## src/rtl/dipsy_spi_cfg.sv

```systemverilog
// dipsy_spi_cfg: SPI master that loads a bitstream into DIPSY (iCE40 UL1K) through its SPI-slave configuration port
// Ports: CLK/RST (synchronous, active-high); START/BUSY/DONE_OK/ERROR run control and sticky status;
//   S_DATA/S_VALID/S_LAST/S_READY bitstream byte input, MSB shifted first;
//   DIPSY_SCK/DIPSY_MOSI/DIPSY_SS/DIPSY_RESET drive the socket (SPI mode 3); DIPSY_DONE is CDONE (asynchronous).
// Build option: define DIPSY_CFG_DONE_TIMEOUT_EN to keep clocking in CHECK until CDONE rises or TIMEOUT_BITS cycles pass.
module dipsy_spi_cfg #(
  parameter int CLK_DIV      = 4,
  parameter int RESET_CYCLES = 64,
  parameter int WAIT_CYCLES  = 60000,
  parameter int DUMMY_BITS   = 104,
  parameter int TIMEOUT_BITS = 1024
) (
  input  logic       CLK,
  input  logic       RST,
  input  logic       START,
  output logic       BUSY,
  output logic       DONE_OK,
  output logic       ERROR,
  input  logic [7:0] S_DATA,
  input  logic       S_VALID,
  input  logic       S_LAST,
  output logic       S_READY,
  output logic       DIPSY_SCK,
  output logic       DIPSY_MOSI,
  output logic       DIPSY_SS,
  output logic       DIPSY_RESET,
  input  logic       DIPSY_DONE
);
  localparam int CMAX = (RESET_CYCLES > WAIT_CYCLES) ? RESET_CYCLES : WAIT_CYCLES;
  localparam int CW   = (CMAX > 1) ? $clog2(CMAX) : 1;
  localparam int BM1  = (DUMMY_BITS > 8) ? DUMMY_BITS : 8;
  localparam int BMAX = (TIMEOUT_BITS > BM1) ? TIMEOUT_BITS : BM1;
  localparam int BW   = $clog2(BMAX + 1);
  localparam int PW   = $clog2(2 * CLK_DIV);
  localparam logic [PW-1:0] PH_HI   = PW'(CLK_DIV);
  localparam logic [PW-1:0] PH_END  = PW'(2 * CLK_DIV - 1);
  localparam logic [CW-1:0] C_RST   = CW'(RESET_CYCLES - 1);
  localparam logic [CW-1:0] C_WAIT  = CW'(WAIT_CYCLES - 1);
  localparam logic [BW-1:0] B_BYTE  = BW'(7);
  localparam logic [BW-1:0] B_DUMMY = BW'(DUMMY_BITS - 1);
`ifdef DIPSY_CFG_DONE_TIMEOUT_EN
  localparam logic [BW-1:0] B_TO    = BW'(TIMEOUT_BITS);
`endif

  typedef enum logic [2:0] {IDLE, RST_LO, RST_WAIT, PRE, LOAD, POST, CHECK, FINISH} state_t;

  state_t          state, state_n;
  logic [CW-1:0]   cyc;
  logic [PW-1:0]   ph;
  logic [BW-1:0]   bcnt;
  logic [7:0]      shreg;
  logic            last, have, done_m, done_s;
  logic            chk_run, shifting, bit_end, hs;

  // CHECK only leaves at a bit boundary, so an extra SCK pulse is never cut short
`ifdef DIPSY_CFG_DONE_TIMEOUT_EN
  assign chk_run = (ph != '0) || (!done_s && bcnt != B_TO);
`else
  assign chk_run = 1'b0;
`endif

  assign shifting = state == PRE || state == POST || (state == LOAD && have) || (state == CHECK && chk_run);
  assign bit_end  = ph == PH_END;
  assign S_READY  = state == LOAD && !have;
  assign hs       = S_VALID && S_READY;

  always_comb begin
    state_n = state;
    case (state)
      IDLE:     state_n = START ? RST_LO : IDLE;
      RST_LO:   state_n = cyc == C_RST ? RST_WAIT : RST_LO;
      RST_WAIT: state_n = cyc == C_WAIT ? PRE : RST_WAIT;
      PRE:      state_n = bit_end && bcnt == B_BYTE ? LOAD : PRE;
      LOAD:     state_n = have && last && bit_end && bcnt == B_BYTE ? POST : LOAD;
      POST:     state_n = bit_end && bcnt == B_DUMMY ? CHECK : POST;
      CHECK:    state_n = chk_run ? CHECK : FINISH;
      default:  state_n = IDLE;
    endcase
  end

  // Socket pins are registered copies of the decoded state, so every pin lags by the same one cycle
  always_ff @(posedge CLK) begin
    if (RST) begin
      state       <= IDLE;
      cyc         <= '0;
      ph          <= '0;
      bcnt        <= '0;
      shreg       <= '1;
      last        <= 1'b0;
      have        <= 1'b0;
      done_m      <= 1'b0;
      done_s      <= 1'b0;
      BUSY        <= 1'b0;
      DONE_OK     <= 1'b0;
      ERROR       <= 1'b0;
      DIPSY_SCK   <= 1'b1;
      DIPSY_MOSI  <= 1'b1;
      DIPSY_SS    <= 1'b1;
      DIPSY_RESET <= 1'b1;
    end else begin
      state       <= state_n;
      done_m      <= DIPSY_DONE;
      done_s      <= done_m;
      DIPSY_SCK   <= !(shifting && ph < PH_HI);
      DIPSY_MOSI  <= state != LOAD || shreg[7];
      DIPSY_SS    <= !(state == RST_LO || state == RST_WAIT || state == LOAD);
      DIPSY_RESET <= state != RST_LO;
      cyc         <= state_n != state ? '0 : (&cyc ? cyc : cyc + 1'b1);
      ph          <= (state_n != state || !shifting || bit_end) ? '0 : ph + 1'b1;
      bcnt        <= (state_n != state || hs) ? '0 : (shifting && bit_end && !(&bcnt) ? bcnt + 1'b1 : bcnt);
      shreg       <= hs ? S_DATA : (have && bit_end ? {shreg[6:0], 1'b1} : shreg);
      last        <= hs ? S_LAST : last;
      have        <= hs ? 1'b1 : (have && bit_end ? bcnt != B_BYTE : have);
      BUSY        <= state == IDLE && START ? 1'b1 : (state == FINISH ? 1'b0 : BUSY);
      DONE_OK     <= state == IDLE && START ? 1'b0 : (state == CHECK && !chk_run ? done_s : DONE_OK);
      ERROR       <= state == IDLE && START ? 1'b0 : (state == CHECK && !chk_run ? !done_s : ERROR);
    end
  end
endmodule

```

## config.mk

```make
export PLATFORM = sky130hd
export DESIGN_NAME = dipsy_spi_cfg
export DESIGN_NICKNAME = d
export VERILOG_FILES = /design/src/rtl/dipsy_spi_cfg.sv
export SDC_FILE = /design/constraint.sdc
export NUM_CORES = 1
export LEC_CHECK = 0
export BUFFER_PORTS_ARGS = -buffer_cell sky130_fd_sc_hd__buf_2
export CAP_MARGIN = 5
export CORE_ASPECT_RATIO = 0.7
export CORE_MARGIN = 4
export CORE_UTILIZATION = 58
export CTS_CLUSTER_SIZE = 25
export DETAILED_ROUTE_END_ITERATION = 7
export PLACE_DENSITY = 0.78
export SYNTH_ARGS = -nofsm -noshare
export SYNTH_HDL_FRONTEND = slang
export SYNTH_SLANG_ARGS = --single-unit
```

## constraint.sdc

```tcl
create_clock -name CLK -period 3.25 [get_ports CLK]
set_clock_uncertainty 0.2 [all_clocks]
set_input_delay 0.1625 -clock CLK [delete_from_list [all_inputs] [get_ports CLK]]
set_output_delay 0.1625 -clock CLK [all_outputs]
set_load 0.01 [all_outputs]
```

Word level (Yosys, flattened, before mapping)
Index checks and enable logic that the tools add are counted.
{"block": "word_totals", "reg_bits": 52, "input_bits": 14, "output_inout_bits": 8, "word_cells": 85}
{"block": "op_classes", "add_sub_neg": 3, "n_lt_le_gt_ge": 1, "eq_ne": 16, "mux": 13, "reduce_logical": 36}
{"operator": "3-bit one-hot mux with 7 select lines", "count": 1}
{"operator": "16-bit by 1-bit adder with 16-bit output, second input constant", "count": 1}
{"operator": "16-bit == test, second input constant", "count": 1}
{"operator": "16-bit by 6-bit == test with 1-bit output, second input constant", "count": 1}
{"operator": "8-bit 2-to-1 mux", "count": 2}
{"operator": "16-bit AND reduction", "count": 1}
{"operator": "3-bit == test, second input constant", "count": 5}
{"operator": "1-bit logical AND", "count": 13}
{"operator": "11-bit by 1-bit adder with 11-bit output, second input constant", "count": 1}
{"operator": "11-bit by 3-bit == test with 1-bit output, second input constant", "count": 1}
{"operator": "11-bit by 7-bit == test with 1-bit output, second input constant", "count": 1}
{"operator": "11-bit by 3-bit inequality test with 1-bit output, second input constant", "count": 1}
{"operator": "11-bit AND reduction", "count": 1}
{"operator": "1-bit logical OR", "count": 8}
{"operator": "2-bit OR reduction", "count": 4}
{"operator": "1-bit 2-to-1 mux", "count": 7}
{"operator": "3-bit by 2-bit == test with 1-bit output, second input constant", "count": 2}
{"operator": "1-bit zero test", "count": 6}
{"operator": "2-bit 2-to-1 mux", "count": 2}
{"operator": "2-bit nonzero test", "count": 2}
{"operator": "3-bit by 1-bit adder with 3-bit output, second input constant", "count": 1}
{"operator": "3-bit by 1-bit == test with 1-bit output, second input constant", "count": 1}
{"operator": "3-bit zero test", "count": 1}
{"operator": "3-bit less-than comparator, second input constant", "count": 1}
{"operator": "other kinds (4)", "count": 4}

Depth between registers and ports, before layout
Gate-level depths: netlist of the first run.
{"block": "logic_depth", "word_depth": 9, "depth_mapped": 9, "mapped_depth_nobuf": 8}

Least setup slack after synthesis of the first run
No wires, ideal clock.
{"block": "synth_path", "kind": "register to register", "from": "register ph[0]", "to": "register bcnt[10]", "setup_time_ps": 64, "arrival_time_ps": 2070, "required_time_ps": 2986, "slack_ps": 916, "path_stages_with_launch": 10, "period_less_slack_ps": 2334, "path_cell_list": "dfxtp_1 ha_1 ha_1 and4b_1 and4_1 mux2i_1 nor3b_2 a32oi_1 buf_4 nor2_1"}
{"block": "synth_via", "elab_chain_cells": 8, "word_cells_on_any_way": 14, "classes_between": "eq/ne (2); mux (4); reduce/logical (8)"}
{"element": "start, declared", "line": "49", "text": "logic [PW-1:0] ph;"}
{"element": "start signal, assigned", "line": "109", "text": "ph <= (state_n != state || !shifting || bit_end) ? '0 : ph + 1'b1;"}
{"element": "3-bit == test (*)", "line": "63", "text": "assign bit_end = ph == PH_END;"}
{"element": "1-bit logical AND (2 in series)", "line": "74", "text": "LOAD: state_n = have && last && bit_end && bcnt == B_BYTE ? POST : LOAD;"}
{"element": "1-bit 2-to-1 mux", "line": "74"}
{"element": "3-bit one-hot mux with 7 select lines", "line": "69", "text": "case (state)"}
{"element": "3-bit inequality test", "line": "110", "text": "bcnt <= (state_n != state || hs) ? '0 : (shifting && bit_end && !(&bcnt) ? bcnt + 1'b1 : bcnt);"}
{"element": "1-bit logical OR", "line": "110"}
{"element": "2-bit OR reduction (no source line)"}
{"element": "end signal, assigned", "line": "110"}
{"element": "end, declared", "line": "50", "text": "logic [BW-1:0] bcnt;"}
Every way passes the cells marked *; elsewhere a longest branch is shown, timed or not.
A chain may end at the register's enable or synchronous reset.

Final worst setup path of the first run
{"block": "layout_path", "from": "register ph[0]", "to": "register bcnt[8]"}
The elaborated chain is that of the path after synthesis.

==> flow_summary.ini, run 1 <==
[status]
outcome = finished, final reports clean

[grt]
grt_max_degree = 22
grt_pass1_wl_um = 8920
grt_pass1_vias = 1925
grt_use_total_pct = 20.6
antenna_found_initial = 0
grt.overflow.total = 0

[cts]
root_buffer = clkbuf_8
clkSinkCount = 52
clk_latency_ns = 0.31
clk_pin_slew_worst_paths_ns = 0.10
h-tree-depth = 2
tritoncts = done
cts.repair.resized = 0
numCtsBuffers = 5
clock_path_buffers = 2

[route]
highest_layer = met4
routedWlPerCell_um = 14.3
drc = 0
drt_iter0_drc = 217
drtPass1Iterations = 5
wl_met3_um = 379
vias_per_cell = 5.78
via_count = 2104
wl_met2_um = 2220
m1WireLength_um = 2590
drtAntennaViolNets = 0
drt-total-wl_um = 5220

[floorplanning]
core_area_um2 = 3970
fp.dieH_um = 62.1
pin_count = 22
die_w_um = 85.3
initial_utilization_pct = 61.1
dieArea_um2 = 5300
rows = 19

[critical_path]
max_stage_delay_ns = 0.43
cp_data_required_time_ns = 3.26
end_kind = flip-flop
crit_fanout = 11
cpMaxStageDelayCell = a32oi_1
startpoint_type = flip-flop
cp_cell_sequence = ha_1 -> ha_1 -> and4b_1 -> and4_1 -> mux2i_1 -> nor3b_2 -> a32oi_1 -> a311oi_1
cp_num_buf_inv = 0
critPathTopFamily = simple AND/OR/NAND/NOR gates
worstSetupPathType = flip-flop to flip-flop
arrival_ns = 2.94
critPathMostFrequentCell = ha_1

[logic_synthesis]
ys_warn_count = 0
ys_async_sr_fraction_pct = 0
ys_types = 44
netlist.area_leader.share_pct = 42.9
synth-seq-cells = 52
synthesis.nets = 302
synth_edf_count = 0
synth_largest_area_cell = dfxtp_1
syn_inst = 284
ys_seq_area_share_pct = 42.9
syn_area_um2 = 2430
synthTopCellsByArea = dfxtp_1 43%, nor2_1 6.5%, nand2_1 5.1%, xor2_1 5.1%, nand4_1 3.4%
synth-main-ff-cell = dfxtp_1
syn_area_per_cell_um2 = 8.54

[sta]
finalSetupTns_ns = 0
final.min_clock_period_ns = 2.93
setup_viol = 0
hold_viol = 0
rsz0062_at_grt = no
fmax_mhz = 341
slew_viol_final = 0
tightest_slew_ns = 0.973
slew-limit-headroom_pct = 35.1
whs_ns = 0.0696
fin_crit_sh_pct = 90.1

[pwr]
p_leak_nw = 1.15
max-vdd-ir-drop_uv = 461
power_density_nw_per_um2 = 448
p_total_mw = 1.25

[placement]
dpl_cell_area_um2 = 2540
dp.cells = 345
hpwl_um = 3570
finalWeightedCongestion = 0.808
io_buffers = 21

[finish]
antennaDiodeCount = 0
area_growth_pct = 15.0
drive_gt1_share_pct = 12.2
final_area_um2 = 2790
stdcell_count = 364
fin_nets = 329

[flow_run]
drv_cap = 0

[worst_hold_path]
hold_path_class = primary input to flip-flop
[timing repair]
item | 4_1_cts | 5_1_grt
setup buffers | 0 | 0
endpoints found under the hold margin | 11 | 0
hold buffers | 11 | 0
[sequential cells by signal, indices dropped and copies added (netlist names)]
| name | count |
|---|---|
| ERROR | 1 |
| done_s | 1 |
| DIPSY_SCK | 1 |
| ph | 3 |
| DIPSY_SS | 1 |
| DIPSY_RESET | 1 |
| DONE_OK | 1 |
| last | 1 |
| state | 3 |
| bcnt | 11 |
| shreg | 8 |
| have | 1 |
| cyc | 16 |
| BUSY | 1 |
| DIPSY_MOSI | 1 |
| done_m | 1 |
[placed cells by master (no fill, tap or decap), drive strengths merged, types with 5 or more instances in the layout]
master and count:
dfxtp 52, nor3 5, clkbuf 5, nor2 42, nand4 13, a21oi 13, a221oi 7, inv 8
dlygate4sd3 11, and2 6, nor2b 5, buf 23, and3 10, nand2 33, o21ai 5, nand3 10
xor2 14, and4 6
[metal layers]
metal	track usage, %	vias to the layer above
li1	-	1060
met1	30.1	971
met2	29.9	69
met3	4.89	4
met4	6.52	0
met5	0	-
[cells by family after synthesis]
family / share of synthesized area, %
xor gates and xnor gates: 6.50
AOI/OAI and AO/OA: 12.1
adders and majority gates: 2.06
buffers and inverters: 3.97
muxes: 1.65
and+or+nand+nor: 30.8
DFF: 42.9
[report_power, final]
part / internal, mW / switching (mW) / leakage [nW] / total [mW]
Clock: 0.310 / 0.217 / 0.0687 / 0.527
Sequential: 0.645 / 0.00793 / 0.421 / 0.653
Combinational: 0.0322 / 0.0388 / 0.657 / 0.0710
Total: 0.987 / 0.263 / 1.15 / 1.25
[synth_stat cells, types with 6 or more instances]
master and number:
a21oi_1 12, a221oi_1 7, and2_1 6, and3_1 10, and4_1 6, clkbuf_1 7, dfxtp_1 52, inv_1 7
nand2_1 33, nand3_1 10, nand4_1 13, nor2_1 42, xor2_1 14
[worst paths after layout]
path / from / to / slack (ns) / depth (start not counted)
setup / recovery: ph[0]$_SDFF_PP0_ / bcnt[8]$_SDFFE_PP0P_ / 0.32 / 8
hold / removal: RST / have$_SDFFE_PP0P_ / 0.07 / 2
setup reg to reg: ph[0]$_SDFF_PP0_ / bcnt[8]$_SDFFE_PP0P_ / 0.32 / 8
hold reg to reg: ph[0]$_SDFF_PP0_ / ph[0]$_SDFF_PP0_ / 0.24 / 1
[final cells by class]
| type | count | area, um^2 |
|---|---|---|
| Timing Repair Buffer | 34 | 230 |
| Multi-Input combinational cell | 211 | 1290 |
| Inverter | 7 | 26.3 |
| Tap cell | 52 | 65.1 |
| Clock inverter | 3 | 68.8 |
| Fill cell | 298 | 1180 |
| Clock buffer | 5 | 68.8 |
| Sequential cell | 52 | 1040 |
[worst reg2reg max path, cell delays in order, from the launching register on]
cell	delay [ns]
dfxtp_1	0.35
ha_1	0.14
ha_1	0.26
and4b_1	0.24
and4_1	0.25
mux2i_1	0.26
nor3b_2	0.37
a32oi_1	0.43
a311oi_1	0.34
[stage by stage]
step           util, %  setup WS, ns
3_3_place_gp      64.0         0.476
2_1_floorplan        -         0.916
6_report          70.2         0.320
5_1_grt           70.2        0.0850
3_5_place_dp      64.0         0.359
4_1_cts           70.2         0.310
Note: power is estimated with default switching activity, not from simulation.
==> inputs of run 2 (changes only) <==
--- a/config.mk
+++ b/config.mk
@@ -8,5 +8,5 @@
 export BUFFER_PORTS_ARGS = -buffer_cell sky130_fd_sc_hd__buf_2
 export CAP_MARGIN = 5
-export CORE_ASPECT_RATIO = 0.7
+export CORE_ASPECT_RATIO = 0.6
 export CORE_MARGIN = 4
 export CORE_UTILIZATION = 58
==> constraint.sdc (replaced) <==
create_clock -name CLK -period 3.25 [get_ports CLK]
set_clock_uncertainty 0.2 [all_clocks]
set_input_delay 0.325 -clock CLK [delete_from_list [all_inputs] [get_ports CLK]]
set_output_delay 0.325 -clock CLK [all_outputs]
set_load 0.01 [all_outputs]
==> run 2 against run 1 <==
Against the previous run:
- critical path depth stayed put
- total power down 16%
- first-iteration DRC count grew 27%
- clock-buffer cell count grew 1
- fmax decreased by 0.99%
- worst setup slack got worse by 0.029 ns
- sequential power hardly changed
- clock power decreased by 36%
- core utilization shrank 1.9 points
- die area rose by 0.33%
- largest cell class unchanged
- largest power group unchanged
==> flow_summary.ini, run 2 (same netlist as run 1, synthesis figures left out) <==
[status]
outcome = finished, final reports clean

[sta]
fin_crit_sh_pct = 91.0
worst_slack_ns = 0.291
tightest_slew_ns = 0.910
hold_viol = 0
setup_viol = 0
fmax_mhz = 338
finalSetupTns_ns = 0
rsz0062_at_grt = no
slew_viol_final = 0
slew-limit-headroom_pct = 39.3
final.min_clock_period_ns = 2.96

[cts]
root_buffer = clkbuf_8
clk_latency_ns = 0.30
cts_hold_buf = 0
cts.repair.resized = 0
clk_pin_slew_worst_paths_ns = 0.09
clock_path_buffers = 2
cts_setup_buffers = 0
h-tree-depth = 2
tritoncts = done
numCtsBuffers = 5
clkSinkCount = 52

[pwr]
power_density_nw_per_um2 = 399
max-vdd-ir-drop_uv = 286
clkPwrFrac_pct = 32.1
p_seq_share_pct = 62.1
p_leak_nw = 1.08
switchingPower_uw = 236
pwr-share-comb_pct = 5.8
p_sw_share_pct = 22.5
intPower_uw = 815
p_total_mw = 1.05

[finish]
antennaDiodeCount = 0
area_growth_pct = 8.51
largest_reg_flops = 16
drive_gt1_share_pct = 12.3
num-fill-cells = 328
final_area_um2 = 2630
stdcell_count = 358
layout_common_cells = 52 x dfxtp_1, 42 x nor2_1, 33 x nand2_1
final_common_cell = dfxtp_1
reg_top3 = cyc: 16 flops, bcnt: 11 flops, shreg: 8 flops
fin_nets = 319
top_register = cyc

[floorplanning]
pin_count = 22
rows = 17
fp.dieH_um = 58.1
die_w_um = 91.5
dieArea_um2 = 5320
initial_utilization_pct = 63.0
core_area_um2 = 3850

[route]
drc = 0
via_count = 2077
drtPass1Iterations = 6
vias_per_cell = 5.80
drt_iter0_drc = 275
drt-total-wl_um = 5110
routedWlPerCell_um = 14.3
drtAntennaViolNets = 0

[grt]
grt_use_total_pct = 19.7
gr-usage-met2_pct = 23.3
grt_pass1_wl_um = 8270
gr-usage-met1_pct = 32.8
antenna_found_initial = 0
grt.overflow.total = 0
met3_usage_pct = 4.93
top_usage_layer = met1
grt_max_degree = 22
grt_pass1_vias = 1629

[critical_path]
cp_num_buf_inv = 0
arrival_ns = 2.96
max_stage_delay_ns = 0.40
end_kind = flip-flop
timing.rr.start = ph[0]$_SDFF_PP0_
startpoint_type = flip-flop
cp_data_required_time_ns = 3.25
worstSetupPathType = flip-flop to flip-flop
critPathMostFrequentCell = ha_1
cpMaxStageDelayCell = a32oi_1
startpoint = ph[0]$_SDFF_PP0_
critPathTopFamily = simple AND/OR/NAND/NOR gates
crit_fanout = 11
cp_cell_sequence = ha_1 -> ha_1 -> and4b_1 -> and4_1 -> mux2i_1 -> nor3b_2 -> a32oi_1 -> a311oi_1

[placement]
hpwl_um = 3820
pre_cts_ws_ns = 0.363
dp.cells = 351
finalWeightedCongestion = 0.913
dpl_cell_area_um2 = 2550
io_buffers = 21

[worst_hold_path]
hold_path_class = primary input to flip-flop
hold_start = DIPSY_DONE

[flow_run]
drv_cap = 0
==> run 2: worst paths after layout <==
| path | endpoint | slack, ns | cells after the start |
|---|---|---|---|
| hold / removal | done_m$_SDFF_PP0_ | 0.03 | 2 |
| setup reg to reg | bcnt[8]$_SDFFE_PP0P_ | 0.29 | 8 |
| hold reg to reg | DIPSY_MOSI$_SDFF_PP1_ | 0.25 | 1 |
| setup / recovery | bcnt[8]$_SDFFE_PP0P_ | 0.29 | 8 |
==> run 2: metal layers <==
metal	up-vias	wire length (um)
met2	101	1790
met5	-	0
li1	1035	-
met4	0	55
met3	9	516
met1	932	2750
==> run 2: area by class of cell <==
cell class / instances / area, um^2 / share of cell area, %
clock buffers: 6 / 72.6 / 2.76
clock inverters: 1 / 5.00 / 0.190
inverters: 7 / 26.3 / 0.998
multi-input cells: 211 / 1290 / 49.0
flip-flops and latches: 52 / 1040 / 39.5
well taps: 57 / 71.3 / 2.71
repair buffers: 24 / 128 / 4.85
==> run 2: power by group through the flow <==
stage / logic [mW] / registers (mW) / clock network (mW)
6_report: 0.0609 / 0.653 / 0.337
5_1_grt: 0.0683 / 0.655 / 0.380
4_1_cts: 0.0609 / 0.653 / 0.347
3_5_place_dp: 0.0603 / 0.668 / 0
3_3_place_gp: 0.0599 / 0.667 / 0
2_1_floorplan: 0.0461 / 0.666 / 0
==> run 2: per-stage QoR <==
step           hold slack, ns  utilization (%)
2_1_floorplan           0.207                -
3_3_place_gp            0.218             66.4
3_5_place_dp            0.227             66.4
4_1_cts                0.0379             68.4
5_1_grt                0.0318             68.4
6_report               0.0346             68.4
